===== config.mk =====
export PLATFORM = sky130hd
export DESIGN_NAME = phys_free_list_flat
export DESIGN_NICKNAME = d
export VERILOG_FILES = /design/src/rtl/phys_free_list_if.sv /design/src/rtl/phys_free_list.sv /design/src/flat_wrapper.sv
export SDC_FILE = /design/constraint.sdc
export NUM_CORES = 1
export LEC_CHECK = 0
export BUFFER_PORTS_ARGS = -buffer_cell sky130_fd_sc_hd__buf_2
export CORE_MARGIN = 8
export CORE_UTILIZATION = 45
export CTS_CLUSTER_DIAMETER = 30
export DETAILED_ROUTE_END_ITERATION = 10
export PLACE_DENSITY = 0.6
export SYNTH_ARGS = -nofsm -noshare
export SYNTH_HDL_FRONTEND = slang
export SYNTH_SLANG_ARGS = --single-unit

===== constraint.sdc =====
create_clock -name clk -period 3.1 [get_ports clk]
set_clock_uncertainty 0.1 [all_clocks]
set_input_delay 0.31 -clock clk [delete_from_list [all_inputs] [get_ports clk]]
set_output_delay 0.31 -clock clk [all_outputs]
set_load 0.02 [all_outputs]

===== src/rtl/phys_free_list_if.sv =====
`default_nettype none
// +--------------------------------------------------------------------------+
// | Module     : phys_free_list_if                                           |
// | Description: Rename/commit side bundle for the physical tag free list.   |
// | Revision   : 1.0                                                         |
// +--------------------------------------------------------------------------+
interface phys_free_list_if #(
   parameter int PHYS_W = 6,
   parameter int CNT_W  = 6
);
   logic              alloc_req;
   logic              alloc_gnt;
   logic [PHYS_W-1:0] alloc_phys;
   logic              retire_valid;
   logic [PHYS_W-1:0] retire_phys_old;
   logic              flush;
   logic [CNT_W-1:0]  free_count;
   logic              empty;
   logic              err_overflow;

   modport master (
      output alloc_req, retire_valid, retire_phys_old, flush,
      input  alloc_gnt, alloc_phys, free_count, empty, err_overflow
   );

   modport slave (
      input  alloc_req, retire_valid, retire_phys_old, flush,
      output alloc_gnt, alloc_phys, free_count, empty, err_overflow
   );
endinterface
`default_nettype wire


===== src/rtl/phys_free_list.sv =====
`default_nettype none
// +--------------------------------------------------------------------------+
// | Module     : phys_free_list                                              |
// | Description: Circular free list of physical register tags with a        |
// |              committed head for single-cycle flush recovery.             |
// | Revision   : 1.0                                                         |
// +--------------------------------------------------------------------------+
module phys_free_list #(
   parameter int NUM_ARCH = 32,
   parameter int NUM_PHYS = 64,
   parameter int PHYS_W   = $clog2(NUM_PHYS),
   parameter int DEPTH    = NUM_PHYS - NUM_ARCH
) (
   input  logic              clk,
   input  logic              rst,
   phys_free_list_if.slave   bus
);
   localparam int IDX_W = $clog2(DEPTH);
   localparam int PTR_W = IDX_W + 1;

   logic [PHYS_W-1:0] mem_q [DEPTH];
   logic [PTR_W-1:0]  spec_head_q, spec_head_d;
   logic [PTR_W-1:0]  commit_head_q, commit_head_d;
   logic [PTR_W-1:0]  tail_q, tail_d;
   logic              err_q, err_d;

   logic [PTR_W-1:0]  w_free_count;
   logic              w_empty;
   logic              w_full;
   logic              w_gnt;
   logic              w_push;
   logic              w_drop;

   assign w_free_count = tail_q - spec_head_q;
   assign w_empty      = (tail_q == spec_head_q);
   assign w_full       = (w_free_count == PTR_W'(DEPTH));
   assign w_gnt        = bus.alloc_req & ~w_empty & ~bus.flush;

   // A full list can still accept a push when a grant frees a slot on the same edge.
   assign w_push = bus.retire_valid & (bus.retire_phys_old != '0) & (~w_full | w_gnt);
   assign w_drop = bus.retire_valid & ~w_push;

   always_comb begin
      spec_head_d   = spec_head_q;
      commit_head_d = commit_head_q;
      tail_d        = tail_q;
      err_d         = err_q;
      if (w_gnt) begin
         spec_head_d = spec_head_q + PTR_W'(1);
      end
      if (bus.retire_valid) begin
         commit_head_d = commit_head_q + PTR_W'(1);
      end
      if (w_push) begin
         tail_d = tail_q + PTR_W'(1);
      end
      // Recovery uses the commit head including this cycle's retirement.
      if (bus.flush) begin
         spec_head_d = commit_head_d;
      end
      if (w_drop) begin
         err_d = 1'b1;
      end
   end

   always_ff @(posedge clk) begin
      if (rst) begin
         for (int i = 0; i < DEPTH; i++) begin
            mem_q[i] <= PHYS_W'(NUM_ARCH + i);
         end
         spec_head_q   <= '0;
         commit_head_q <= '0;
         tail_q        <= PTR_W'(DEPTH);
         err_q         <= 1'b0;
      end else begin
         if (w_push) begin
            mem_q[tail_q[IDX_W-1:0]] <= bus.retire_phys_old;
         end
         spec_head_q   <= spec_head_d;
         commit_head_q <= commit_head_d;
         tail_q        <= tail_d;
         err_q         <= err_d;
      end
   end

   assign bus.alloc_gnt    = w_gnt;
   assign bus.alloc_phys   = mem_q[spec_head_q[IDX_W-1:0]];
   assign bus.free_count   = w_free_count;
   assign bus.empty        = w_empty;
   assign bus.err_overflow = err_q;
endmodule
`default_nettype wire


===== src/flat_wrapper.sv =====
// flat-port wrapper written by rule: the top's interface ports become plain ports
module phys_free_list_flat 
#(
   parameter int NUM_ARCH = 32,
   parameter int NUM_PHYS = 64,
   parameter int PHYS_W   = $clog2(NUM_PHYS),
   parameter int DEPTH    = NUM_PHYS - NUM_ARCH
)
  (clk, rst, bus_alloc_req, bus_retire_valid, bus_retire_phys_old, bus_flush, bus_alloc_gnt, bus_alloc_phys, bus_free_count, bus_empty, bus_err_overflow);
  phys_free_list_if #(.PHYS_W(PHYS_W), .CNT_W(6)) bus_i ();
  input  logic clk;
  input  logic rst;
  input wire logic [$bits(bus_i.alloc_req)-1:0] bus_alloc_req;
  input wire logic [$bits(bus_i.retire_valid)-1:0] bus_retire_valid;
  input wire logic [$bits(bus_i.retire_phys_old)-1:0] bus_retire_phys_old;
  input wire logic [$bits(bus_i.flush)-1:0] bus_flush;
  output wire logic [$bits(bus_i.alloc_gnt)-1:0] bus_alloc_gnt;
  output wire logic [$bits(bus_i.alloc_phys)-1:0] bus_alloc_phys;
  output wire logic [$bits(bus_i.free_count)-1:0] bus_free_count;
  output wire logic [$bits(bus_i.empty)-1:0] bus_empty;
  output wire logic [$bits(bus_i.err_overflow)-1:0] bus_err_overflow;
  assign bus_i.alloc_req = bus_alloc_req;
  assign bus_i.retire_valid = bus_retire_valid;
  assign bus_i.retire_phys_old = bus_retire_phys_old;
  assign bus_i.flush = bus_flush;
  assign bus_alloc_gnt = bus_i.alloc_gnt;
  assign bus_alloc_phys = bus_i.alloc_phys;
  assign bus_free_count = bus_i.free_count;
  assign bus_empty = bus_i.empty;
  assign bus_err_overflow = bus_i.err_overflow;
  phys_free_list #(.NUM_ARCH(NUM_ARCH), .NUM_PHYS(NUM_PHYS), .PHYS_W(PHYS_W), .DEPTH(DEPTH)) u_core (.clk(clk), .rst(rst), .bus(bus_i));
endmodule

---- After elaboration in Yosys (flattened, before gate mapping) ----
Memory sizes are Yosys's and may differ from the RTL's. A register that Yosys moved wholly into a read port is not among the register bits.
Cells that the tools add are included.
storage, ports and cells
  register bits after elaboration ......... 19
  RAM bits ................................ 192
  input bits .............................. 11
  output and inout bits ................... 15
  word-level logic and storage cells ...... 37
  memories ................................ 1
operators by class
  $add $sub $neg .......................... 4
  eq/ne operators ......................... 2
  muxes and demuxes ....................... 13
  bitwise gates (word level) .............. 10
  reduce and logical (&&, ||, !) cells .... 3
memory list
  memory        depth  bits a word  rd ports  clocked after Yosys merged registers in  write ports  RTL line              source
  u_core.mem_q  32     6            1         1                                        32           phys_free_list.sv:21  logic [PHYS_W-1:0] mem_q [DEPTH];
operator list
  kind                                          number
  two-way mux 6 bit                             4
  adder 6 x 1 -> 6 bit (second input constant)  3
  two-way mux 5 bit                             3
  equality test 6 bit                           1
  equality test 6 bit (second input constant)   1
  two-way mux 1 bit                             6
  nonzero test 6 bit                            1
  OR reduction 6 bit                            1
  subtractor 6 bit                              1
  bitwise AND 1 bit                             5
  NOT 1 bit                                     4
  nonzero test 2 bit                            1
  bitwise OR 1 bit                              1

---- Longest topological paths before layout ----
  word-level depth ........................ 11
  mapped depth ............................ 12
  gate-level depth less buffers ........... 10

---- Worst setup path after synthesis ----
No wires, ideal clock.
  path type ............................... register -> register
  start point ............................. register u_core.tail_q[0]
  end point ............................... memory u_core.mem_q[11][0], enable pin
  setup time .............................. 360 ps
  arrival ................................. 3042 ps
  required time ........................... 2640 ps
  setup slack ............................. -402 ps
  cell stages (with the launch flop) ...... 11
  path buffers ............................ 1
  period minus slack after synthesis ...... 3502 ps
  cell sequence ........................... dfxtp_1 inv_1 ha_1 fa_1 nand2b_1 a21oi_1 xor2_1 nor4b_4 a2111o_1 buf_2 o21bai_1
RTL lines
  what                    RTL line              source
  from (decl)             phys_free_list.sv:24  logic [PTR_W-1:0] tail_q, tail_d;
  from (signal assigned)  phys_free_list.sv:73  tail_q <= PTR_W'(DEPTH);
  from (signal assigned)  phys_free_list.sv:81  tail_q <= tail_d;
  to (decl)               phys_free_list.sv:21

==> metrics <==
outcome=complete, but fails checks; failing checks=negative setup slack; CTS clock-pin slew for the worst setup and hold paths=roughly 40 ps; Fin Hold WS=71.9 ps; initial antenna violation count=0; largest net degree at the start of global routing=49; multiplexer share of the synthesized area=around 14%; Via density=slightly below 6; WL met2=13100 µm; synthesized area per cell=roughly 13 µm²; FF-to-FF End=u_core.mem_q[23][0]$_SDFFCE_PN1P_; Post-CTS Hold Buffers=0; worst r2r src=u_core.spec_head_q[4]$_SDFFE_PP0N_; routed len/inst=~23 µm; Worst R2R Path Depth=9; global-route wire length before repair=41400 µm; maximum clock frequency=roughly 320 MHz; LEAKAGE=slightly above 4 nW; Power, Total=9.00 mW; worst hold path class=input port to flip-flop; Finished Core Util=~58%; initial DRC count=between 700 and 800; critical path class=flip-flop to output pin; uppermost layer routed=met4; TritonCTS clock tree=done; CP Data Arrival Time=approximately 2800 ps; pwr dens=~700 nW/µm²; clock sinks=about 220; Initial Utilization=between 40 and 50%; mapped cell area=~10000 µm²; routed wire length=27200 µm; xor/xnor share of the synthesized area=between 1 and 1.5%; Hold EP=u_core.spec_head_q[5]$_SDFFE_PP0N_; Placed Instances=1059; Slew @ Worst Pin=626 ps; Finished Layout Cells=between 1k and 1.5k; hold path start=bus_flush; I/O pin total=26; Final Setup Violations=6; GRT Util Overall=around a fifth; drc violations=0; unrepaired setup endpoints after global routing=true; clk root buf=clkbuf_16; Final Critical Period=between 3000 and 4000 ps; number of CTS-inserted buffers=46; hold depth=2; gr ovfl total=0; port bufs=25; DR vias=roughly 6.7k; PnR worst setup slack=-66.6 ps; main combinational cell family by area after synthesis=multiplexers; area delta synth->final=27.2%; compound-gate portion of the synthesized area=between 4 and 5%; Critical Path Sink Type=output pin; later-pin clock latency in the skew report=about 530 ps; Net count, final=858; H-tree levels=2; dpl hpwl=17700 µm; CP Max Fanout=8; Peak VDD IR=between 0.4 and 0.5 mV; Die Area=approximately 28000 µm²; routability congestion estimate=about 0.87; WL met3=about 2300 µm; most frequent cells in the layout=edfxtp_1 (192), nand2_1 (129), nor2_1 (120), mux4_2 (60), clkbuf_16 (50); synthesized-area fraction occupied by adder cells=between 1.5 and 2%; Max Buffers Root-to-Sink=3; fillcell total=1738; leading cell type in the layout, fill and taps excluded=edfxtp_1; Worst EP required=around 2700 ps; Final Max Tran Viols=0; antenna cell count=0; Max-slew headroom=between 50% and 60%; chip height=~170 µm; part of the cycle the worst path needs=102%; Yosys Warn Count=0; met1 WL=about 11000 µm; die width=166 µm; share of cells above drive strength 1=31.7%; Pre-Repair DR Iteration Count=5; Max Cap Viol=0; Net Count, Synth=around 780; Seq/Total Area, Yosys=between 60% and 70%; vias in the first global route=roughly 7.0k; Yosys cell types=a little over 50; final hold violations=0; #FFs+latches synth=216; row count=55; Core ar.=approximately 22000 µm²; CP Launch Type=flip-flop; post-synthesis simple-gate area fraction=roughly 14%; Mapped Cells=approximately 750; R2R setup slack=90 ps; Final ANT Viol Nets=0
cell usage after synthesis (all sizes together):
cell type | instances | area (µm²)
clkbuf | 24 | 90.1
a21boi | 1 | 7.51
and3 | 2 | 12.5
dfxtp | 24 | 480
nor3b | 2 | 15.0
a21oi | 5 | 25.0
a21o | 25 | 189
a211oi | 8 | 72.6
nor2b | 2 | 20.0
xnor2 | 8 | 70.1
edfxtp | 192 | 5770
o31ai | 2 | 20.0
mux2 | 6 | 67.6
or4 | 1 | 7.51
nor2 | 122 | 460
and3b | 2 | 17.5
mux2i | 2 | 20.0
or3b | 3 | 26.3
nand3b | 3 | 22.5
nand2 | 132 | 503
o21ai | 6 | 30.0
nand2b | 1 | 6.26
nor4 | 1 | 6.26
or3 | 21 | 131
o21bai | 8 | 60.1
buf | 35 | 196
fa | 1 | 20.0
nor4b | 1 | 23.8
nand3 | 5 | 25.0
a2111o | 1 | 11.3
nand4 | 6 | 37.5
nor3 | 5 | 25.0
inv | 9 | 33.8
ha | 11 | 138
o31a | 1 | 8.76
mux4 | 60 | 1350
a311o | 1 | 10.0
and2 | 5 | 31.3
xor2 | 7 | 68.8
or2 | 1 | 6.26
metal layers:
layer	up-vias	track usage, %
li1	2955	-
met1	3347	25.9
met2	331	32.0
met3	48	3.85
met4	0	6.96
met5	-	0
critical path, stage by stage (launching register included):
cell and delay (ps):
dfxtp_4 370, buf_12 130, buf_12 120, buf_16 150, mux4_2 530, mux4_2 490
mux2_4 300, buf_6 140
flip-flops by register name, indices dropped and copies added, names as in the netlist, named ones only:
signal                   count
u_core.bus.err_overflow      1
u_core.tail_q                6
u_core.mem_q               192
u_core.commit_head_q         6
u_core.spec_head_q           6
metrics by stage:
step	setup TNS (ps)	setup slack [ps]	area, µm²
after CTS	-221	-50.9	12800
after floorplan	0	12.3	10200
after detailed placement	-194	-13.7	10900
final	-223	-66.6	12900
after global placement	0	59.5	10900
after global routing	-521	-103	12900
final cells by class:
class / instances / area [µm²] / area share (%)
inverter: 9 / 33.8 / 0.263
clock inverter: 28 / 297 / 2.31
tap: 285 / 357 / 2.77
timing repair buffer: 94 / 958 / 7.45
multi-input combinational: 468 / 3700 / 28.8
sequential: 216 / 6250 / 48.6
clock buffer: 57 / 1270 / 9.84
power by group:
group | switching, mW | leakage (nW) | total, mW | internal [mW]
sequential | 0.0328 | 1.78 | 3.26 | 3.23
clock | 1.59 | 0.760 | 4.83 | 3.24
combinational | 0.493 | 1.61 | 0.906 | 0.413
total | 2.12 | 4.15 | 9.00 | 6.88
what timing repair did:
| item | CTS | global route |
|---|---|---|
| endpoints found under the setup margin | 52 | 206 |
| pin swaps | 2 | 6 |
| buffers inserted | 5 | 3 |
| cloned | 4 | 1 |
| resized for setup | 35 | 15 |
kinds of logic after synthesis:
group	count (synthesis)
AO/OA/AOI/OAI	58
XOR/XNOR	15
adder cells (fa/ha/maj)	12
buffers and inverters	68
flip-flops	216
multiplexers	68
AND/OR/NAND/NOR	315
worst max-delay path by stage:
stage / endpoint
floorplan: u_core.mem_q[0][0]$_SDFFCE_PN0P_
CTS: bus_alloc_phys[1]
global route: bus_alloc_phys[1]
global placement: u_core.mem_q[7][3]$_SDFFCE_PN0P_
finish: bus_alloc_phys[2]
detailed placement: u_core.mem_q[5][1]$_SDFFCE_PN0P_
Note: power is estimated with default switching activity, not from simulation.
